<file path="config.mk">
export PLATFORM = sky130hd
export DESIGN_NAME = wb_arbiter
export DESIGN_NICKNAME = d
export VERILOG_FILES = /design/src/rtl/wb_arbiter_pkg.sv /design/src/rtl/wb_fifo.sv /design/src/rtl/wb_arbiter.sv
export SDC_FILE = /design/constraint.sdc
export NUM_CORES = 1
export LEC_CHECK = 0
export ABC_AREA = 1
export BUFFER_PORTS_ARGS = -buffer_cell sky130_fd_sc_hd__buf_2
export CAP_MARGIN = 20
export CORE_MARGIN = 2
export CORE_UTILIZATION = 40
export CTS_CLUSTER_DIAMETER = 80
export DETAILED_ROUTE_END_ITERATION = 7
export PLACE_DENSITY_LB_ADDON = 0.12
export REMOVE_ABC_BUFFERS = 1
export SYNTH_ARGS = -nofsm -noshare
export SYNTH_HDL_FRONTEND = slang
export SYNTH_SLANG_ARGS = --single-unit
</file>
<file path="constraint.sdc">
create_clock -name clk -period 6.3 [get_ports clk]
set_input_delay 0.315 -clock clk [delete_from_list [all_inputs] [get_ports clk]]
set_output_delay 0.315 -clock clk [all_outputs]
set_load 0.03 [all_outputs]
</file>
<file path="src/rtl/wb_arbiter_pkg.sv">
// wb_arbiter_pkg: shared widths, writeback entry type and register one-hot helper.
package wb_arbiter_pkg;
  localparam int REG_W  = 5;
  localparam int DATA_W = 32;
  localparam int NREGS  = 2 ** REG_W;
  typedef struct packed {
    logic [REG_W-1:0]  dest;
    logic [DATA_W-1:0] data;
  } wb_entry_t;
  function automatic logic [NREGS-1:0] reg_onehot(input logic [REG_W-1:0] r);
    return NREGS'(1) << r;
  endfunction
endpackage

</file>
<file path="src/rtl/wb_fifo.sv">
// wb_fifo: circular writeback queue that also exposes which registers its live entries target.
module wb_fifo
  import wb_arbiter_pkg::*;
#(
  parameter int DEPTH = 4
) (
  input  logic             clk,
  input  logic             rst,
  input  logic             flush,
  input  logic             push,
  input  logic             pop,
  input  wb_entry_t        i_entry,
  output wb_entry_t        o_head,
  output logic             o_full,
  output logic             o_empty,
  output logic [NREGS-1:0] o_pend
);
  localparam int AW = $clog2(DEPTH);
  wb_entry_t     r_mem [DEPTH];
  logic [AW-1:0] r_rd, r_wr;
  logic [AW:0]   r_cnt;
  logic          w_push, w_pop;
  assign o_full  = r_cnt == (AW+1)'(DEPTH);
  assign o_empty = r_cnt == '0;
  assign o_head  = r_mem[r_rd];
  assign w_push  = push & ~o_full & ~flush;
  assign w_pop   = pop & ~o_empty & ~flush;
  always_ff @(posedge clk) begin
    if (rst || flush) begin
      r_rd  <= '0;
      r_wr  <= '0;
      r_cnt <= '0;
    end else begin
      r_wr  <= r_wr + AW'(w_push);
      r_rd  <= r_rd + AW'(w_pop);
      r_cnt <= r_cnt + (AW+1)'(w_push) - (AW+1)'(w_pop);
    end
  end
  always_ff @(posedge clk) if (w_push) r_mem[r_wr] <= i_entry;
  // a slot is live when its distance from the read pointer is below the occupancy
  always_comb begin
    o_pend = '0;
    for (int i = 0; i < DEPTH; i++)
      if ({1'b0, AW'(AW'(i) - r_rd)} < r_cnt) o_pend[r_mem[i].dest] = 1'b1;
  end
endmodule

</file>
<file path="src/rtl/wb_arbiter.sv">
// wb_arbiter: round-robin merge of two writeback queues into one registered register-file write port.
module wb_arbiter
  import wb_arbiter_pkg::*;
#(
  parameter int DEPTH = 4
) (
  input  logic              clk,
  input  logic              rst,
  input  logic              a_valid,
  output logic              a_ready,
  input  logic [REG_W-1:0]  a_dest,
  input  logic [DATA_W-1:0] a_data,
  input  logic              b_valid,
  output logic              b_ready,
  input  logic [REG_W-1:0]  b_dest,
  input  logic [DATA_W-1:0] b_data,
  input  logic              flush,
  output logic              load,
  output logic [REG_W-1:0]  dest,
  output logic [DATA_W-1:0] in,
  output logic [NREGS-1:0]  pending
);
  wb_entry_t         w_a_head, w_b_head, w_head;
  logic              w_a_full, w_a_empty, w_b_full, w_b_empty;
  logic [NREGS-1:0]  w_a_pend, w_b_pend;
  logic              w_a_grant, w_b_grant, w_pop;
  logic              r_prio_b, r_load;
  logic [REG_W-1:0]  r_dest;
  logic [DATA_W-1:0] r_in;
  wb_fifo #(.DEPTH(DEPTH)) u_fifo_a (
    .clk(clk), .rst(rst), .flush(flush), .push(a_valid), .pop(w_a_grant),
    .i_entry('{dest: a_dest, data: a_data}), .o_head(w_a_head),
    .o_full(w_a_full), .o_empty(w_a_empty), .o_pend(w_a_pend)
  );
  wb_fifo #(.DEPTH(DEPTH)) u_fifo_b (
    .clk(clk), .rst(rst), .flush(flush), .push(b_valid), .pop(w_b_grant),
    .i_entry('{dest: b_dest, data: b_data}), .o_head(w_b_head),
    .o_full(w_b_full), .o_empty(w_b_empty), .o_pend(w_b_pend)
  );
  assign a_ready   = ~w_a_full;
  assign b_ready   = ~w_b_full;
  // r_prio_b set means A won the last grant, so B goes first on the next contention
  assign w_a_grant = ~w_a_empty & (w_b_empty | ~r_prio_b);
  assign w_b_grant = ~w_b_empty & ~w_a_grant;
  assign w_pop     = (w_a_grant | w_b_grant) & ~flush;
  assign w_head    = w_a_grant ? w_a_head : w_b_head;
  always_ff @(posedge clk) begin
    if (rst) begin
      r_prio_b <= 1'b0;
      r_load   <= 1'b0;
      r_dest   <= '0;
      r_in     <= '0;
    end else begin
      r_load <= w_pop && w_head.dest != '0;
      if (w_pop) begin
        r_prio_b <= w_a_grant;
        r_dest   <= w_head.dest;
        r_in     <= w_head.data;
      end
    end
  end
  assign load    = r_load;
  assign dest    = r_dest;
  assign in      = r_in;
  assign pending = (w_a_pend | w_b_pend | (r_load ? reg_onehot(r_dest) : '0)) & ~NREGS'(1);
endmodule

</file>
==> results of run 1 <==
==> power by group <==
part           total (mW)  internal (mW)  switching [mW]
clock                1.94           1.08           0.857
sequential           2.64           2.58          0.0568
combinational       0.705          0.215           0.490
==> how the worst max path moves through the flow <==
| stage | to | from | cells after the start | slack, ns |
|---|---|---|---|---|
| floorplan | u_fifo_b.r_mem[0][0] | u_fifo_b.r_cnt[1] | 6 | 2.27 |
| global placement | pending[2] | u_fifo_a.r_rd[0] | 11 | 2.65 |
| detailed placement | pending[17] | u_fifo_a.r_rd[0] | 13 | 2.63 |
| CTS | pending[17] | u_fifo_a.r_rd[0] | 13 | 2.07 |
| global route | pending[26] | u_fifo_a.r_rd[0] | 12 | 1.78 |
| finish | pending[17] | u_fifo_a.r_rd[0] | 13 | 2.08 |
==> through the flow <==
stage	cell area [um2]	std cells	utilization	hold slack, ns	power (mW)
2_1_floorplan	16400	1710	-	0.384	3.10
3_3_place_gp	17900	2406	0.436	0.488	3.37
3_5_place_dp	17900	2406	0.436	0.501	3.38
4_1_cts	19500	2519	0.473	0.00109	5.33
5_1_grt	19500	2521	0.474	0.00875	5.49
6_report	19500	2521	0.474	0.0136	5.28
==> layout by cell type (no fill, tap or decap), types with 5 or more instances in the layout <==
cell | netlist | routed
nor3_1 | 66 | 58
buf_2 | 23 | 149
nand2_2 | 8 | 8
dfxtp_1 | 53 | 53
o21ai_1 | 8 | 8
clkinv_2 | 0 | 7
nand2_1 | 562 | 562
a22oi_1 | 80 | 80
o21ai_0 | 33 | 33
nor2_2 | 17 | 18
clkbuf_1 | 8 | 7
or2_2 | 18 | 18
dlygate4sd3_1 | 0 | 47
nor2_1 | 126 | 125
nor3_2 | 2 | 10
o211ai_1 | 5 | 5
nand4_1 | 24 | 24
clkinv_1 | 0 | 11
a21oi_1 | 31 | 31
edfxtp_1 | 296 | 296
clkbuf_16 | 0 | 37
ha_1 | 16 | 16
a22oi_2 | 10 | 10
nand3_1 | 149 | 149
buf_4 | 11 | 15
inv_1 | 162 | 162
inv_2 | 13 | 13
==> per-layer routing <==
metal  vias up  track usage  routed length (um)
met5         -            0                   0
met4         0        0.111                2510
met3        95       0.0403                2840
met2       373        0.420               26300
met1      6194        0.298               21800
li1       6366            -                   -
==> cell families after synthesis <==
kind of cell	after synthesis	share of synthesized area
and+or+nand+nor	990	0.256
AOI/OAI and AO/OA	171	0.0696
xor gates and xnor gates	4	0.00209
other	1	0.000224
adders and majority gates	18	0.0144
buffers and inverters	233	0.0629
DFF	349	0.594
==> flip-flops by register name (all words and copies together), names as in the netlist <==
signal          cells
dest                5
in                 32
load                1
r_prio_b            1
u_fifo_a.r_cnt      3
u_fifo_a.r_mem    148
u_fifo_a.r_rd       2
u_fifo_a.r_wr       2
u_fifo_b.r_cnt      3
u_fifo_b.r_mem    148
u_fifo_b.r_rd       2
u_fifo_b.r_wr       2
==> critical path, stage by stage, from the launching register on <==
cell	delay [ns]
dfxtp_1	0.78
nand2_1	0.22
inv_2	0.65
nor2_1	0.15
inv_1	0.10
ha_1	0.22
nand3_1	0.10
nand2_2	0.12
nor2_1	0.42
nand2_1	0.08
o21ai_0	0.19
nor2_1	0.08
nand2_1	0.07
buf_2	0.20
==> what timing repair did <==
action,4_1_cts,5_1_grt
endpoints found under the hold margin,178,0
hold buffers,47,0
endpoints found under the setup margin,0,0
gates resized for setup,0,0
==> cell type report <==
cell class	instances	area, um2
Antenna cell	1	2.50
Clock buffer	44	952
Clock inverter	22	111
Fill cell	3967	21600
Inverter	177	669
Multi-Input combinational cell	1184	5780
Sequential cell	349	9950
Tap cell	532	666
Timing Repair Buffer	212	1340
==> qor.yml, run 1 <==
die_area_mm2: 0.0435
hold_path.class: "in2reg"
critical_path_required_ns: 5.98
synth_common_cells: "562 x nand2_1, 296 x edfxtp_1, 162 x inv_1"
r2r_start: "u_fifo_a.r_cnt[1]"
whs_path_depth: 1
routed_wl_um: 53500
crit_fanout: 33
startpoint_type: "flop"
avgViaCountPerCell: 5.17
ys_warn_count: 0
fin_skew_ns: 0.0226
r2r_end: "u_fifo_a.r_mem[2][8]"
clkLatencyLatePin_ns: 0.54
arrival_ns: 3.90
status: "finished clean"
vias: 13000
whs_endpoint: "u_fifo_a.r_mem[2][7]"
p_leak_nw: 8.07
drv_cap: 0
postCtsSetupBuffers: 0
fp-row-count: 74
postRouteAntennaNets: 0
nets: 2057
synthArstFlopShare: 0
setup_viol: 0
finalCritPeriodShare: 0.669
synth-seq-cells: 349
clkSinkCount: 349
setup_slack_ns: 2.08
hold_viol: 0
grt_util_all_layers: 0.243
io_buffer_count: 149
yosysMostFrequentCell: "nand2_1"
fin_tns_setup_ns: 0
grt_pass1_wl_um: 78900
htreeDepth: 2
vdd_drop_max_mv: 0.235
reg2reg_depth: 7
cts_buffers: 36
initial_core_util: 0.407
place_hpwl_um: 38500
cp-end-kind: "primary output"
r2r_slack_ns: 3.68
postSynthCellCount: 1766
final_max_slew_viol_count: 0
cts_buffer_depth: 3
relSlewSlack: 0.335
gp_congestion: 0.957
rsz0062_at_grt: "no"
p_per_area_mw_per_mm2: 271
worstHoldStart: "a_data[7]"
path_class: "reg2out"
tightest_slew_ns: 0.996
fmax_mhz: 237
first_iter_violations: 879
drive_above_1_share: 0.153
die_w_um: 209
yosysTopAreaCell: "edfxtp_1"
synth_top_area_share: 0.531
area_delta_synth_final_pct: 16.4
period_minus_slack_ns: 4.22
grt.overflow.total: 0
synth_edf_count: 296
io-pin-count: 151
dr.pass1.iters: 5
routed_wire_length_per_instance_um: 21.2
die_y_um: 209
drc: 0
clk_pin_slew_ns: 0.06
ys_seq_area_frac: 0.594
coreArea_mm2: 0.0411
cts-root-buf: "clkbuf_16"
grt_max_degree: 53
cts_tree: "built"
ys.flop_type: "edfxtp_1"
synth_cell_types: 44
postSynthAreaPerCell_um2: 9.48
syn_area_mm2: 0.0167
grt_pass1_vias: 12600
grt_antenna_before_repair: 2
synthTopCellsByArea: "edfxtp_1 53%, nand2_1 13%, dfxtp_1 6.3%, nand3_1 4.5%, inv_1 3.6%"
dpl_worst_slack_ns: 2.63
(Power assumes the default switching activity.)
==> inputs of run 2 (changes only) <==
==> constraint.sdc (replaced) <==
create_clock -name clk -period 4.4 [get_ports clk]
set_input_delay 0.22 -clock clk [delete_from_list [all_inputs] [get_ports clk]]
set_output_delay 0.22 -clock clk [all_outputs]
set_load 0.03 [all_outputs]
==> qor.yml, run 2 (same netlist as run 1, synthesis figures left out) <==
status: "finished clean"
routed_wire_length_per_instance_um: 20.9  # -1.4%
clkPwrFrac: 0.371  # +0.004
hold_viol: 0  # unchanged
postRouteAntennaNets: 0  # unchanged
drv_cap: 0  # unchanged
crit_buf_inv: 2  # -1
final_common_cell: "nand2_1"
cts_buffer_depth: 3  # unchanged
r2r_end: "u_fifo_a.r_cnt[2]"
crit_fanout: 13  # -61%
cts-root-buf: "clkbuf_16"
cp_top_family: "simple AND/OR/NAND/NOR gates"
crit_top_cell: "nand2_1"
slowest_delay_ns: 0.76  # -0.02 ns
postCtsSetupBuffers: 0  # unchanged
path_depth: 12  # -1
whs_endpoint: "r_prio_b"
period_minus_slack_ns: 3.46
cp-end-kind: "primary output"
relSlewSlack: 0.351  # +0.0168
fmax_mhz: 289
nets: 2090  # +1.6%
critical_path_required_ns: 4.18  # -1.80 ns
critPathSlowestCell: "dfxtp_1"
drc: 0  # unchanged
holdWs_ns: 0.116  # +0.102 ns
grt_pass1_wl_um: 79100  # +0.23%
die_area_mm2: 0.0435  # unchanged
cts_tree: "built"
whs_path_depth: 4  # +3
startpoint_type: "flop"
tightest_slew_ns: 0.971  # -0.0252 ns
fin_util: 0.482  # +0.00825
vias: 13100  # +0.31%
coreArea_mm2: 0.0411  # unchanged
hold_path.class: "in2reg"
io-pin-count: 151  # unchanged
drive_above_1_share: 0.151  # -0.00201
grt_pass1_vias: 13000  # +2.8%
r2r_slack_ns: 1.98  # -1.70 ns
grt.overflow.total: 0  # unchanged
fp-row-count: 74  # unchanged
post_cts_resized: 0  # unchanged
final_cell_mix: "562 x nand2_1, 296 x edfxtp_1, 162 x inv_1"
cp-startpoint: "u_fifo_a.r_rd[0]"
htreeDepth: 2  # unchanged
rsz0062_at_grt: "no"
cts_buffers: 36  # unchanged
p_leak_nw: 8.21  # +1.8%
path_class: "reg2out"
num-fill-cells: 4030  # +1.6%
path_cells: "nand2_1 > inv_2 > nor2_1 > ha_1 > nand3_1 > o21ai_2 > nor2_2 > nand2_1 > nand3_1 > nor2_1 > nand2_1 > buf_2"
layout.area.seq_mm2: 0.00995  # unchanged
fin_tns_setup_ns: 0  # unchanged
gp_congestion: 0.969  # +1.3%
r2r_start: "u_fifo_a.r_cnt[1]"
comb_power_share: 0.134  # about the same
setup_viol: 0  # unchanged
clkSinkCount: 349  # unchanged
initial_core_util: 0.407  # unchanged
grt_antenna_before_repair: 1  # -1
worstHoldStart: "flush"
p_sw_frac: 0.258  # -0.00766
die_w_um: 209  # unchanged
die_y_um: 209  # unchanged
area_delta_synth_final_pct: 18.4
avgViaCountPerCell: 5.12  # -0.99%
place_hpwl_um: 38800  # +0.78%
final_max_slew_viol_count: 0  # unchanged
multi_input_area_mm2: 0.00578  # unchanged
clkLatencyLatePin_ns: 0.52  # -0.02 ns
fin_skew_ns: 0.0112  # -0.0114 ns
postCtsHoldBufs: 75  # +60%
finalCritPeriodShare: 0.787
p_per_area_mw_per_mm2: 385  # +42%
io_buffer_count: 149  # unchanged
arrival_ns: 3.24  # -0.66 ns
internal_power_mw: 5.66  # +46%
seqPwrFrac: 0.496  # -0.004
clk_pin_slew_ns: 0.06  # about the same
grt_max_degree: 42  # -21%
first_iter_violations: 903  # +2.7%
dr.pass1.iters: 8  # +3
reg2reg_depth: 12  # +5
grt_util_all_layers: 0.243  # about the same
power.switching_mw: 1.97  # +40%
vdd_drop_max_mv: 0.354  # +51%
routed_wl_um: 53400  # -0.15%
-- run 2: area by class of cell --
type	count	share of cell area
tap	532	0.0336
clock buffer	51	0.0499
antenna	1	0.000126
timing repair buffer	245	0.0835
clock inverter	15	0.00505
sequential	349	0.502
multi-input combinational	1184	0.292
inverter	177	0.0338
-- run 2: worst register-to-register path: cells and delay by family (launching register included) --
kind	cells	cell delay [ns]
DFF	1	0.31
adders and majority gates	3	0.85
and+or+nand+nor	6	0.85
buffers and inverters	3	0.34
-- run 2: worst max path at each step --
stage,endpoint,slack (ns)
after floorplan,u_fifo_b.r_mem[0][0],0.37
after global placement,pending[16],1.46
after detailed placement,pending[16],1.44
after CTS,pending[16],0.87
after global routing,pending[16],0.74
final,pending[16],0.94
-- run 2: per-layer routing --
metal / wire length (um) / track usage / part of all wire
met1: 21600 / 0.288 / 0.40
met2: 27000 / 0.440 / 0.51
met3: 2610 / 0.0412 / 0.049
met4: 2110 / 0.0933 / 0.040
met5: 0 / 0 / 0
-- run 2: stage by stage --
| step | cells | setup slack [ns] | total power, mW | cell area, um2 |
|---|---|---|---|---|
| 5_1_grt | 2554 | 0.740 | 7.93 | 19800 |
| 2_1_floorplan | 1710 | 0.369 | 4.44 | 16400 |
| 6_report | 2554 | 0.939 | 7.62 | 19800 |
| 3_3_place_gp | 2412 | 1.46 | 4.81 | 18000 |
| 3_5_place_dp | 2412 | 1.44 | 4.82 | 18000 |
| 4_1_cts | 2553 | 0.868 | 7.70 | 19800 |
-- run 2: power by group through the flow --
| stage | Sequential (mW) | Combinational [mW] | Clock [mW] |
|---|---|---|---|
| 6_report | 3.78 | 1.02 | 2.83 |
| 5_1_grt | 3.79 | 1.12 | 3.02 |
| 4_1_cts | 3.78 | 1.03 | 2.90 |
| 3_5_place_dp | 3.85 | 0.970 | 0 |
| 3_3_place_gp | 3.85 | 0.964 | 0 |
| 2_1_floorplan | 3.94 | 0.498 | 0 |
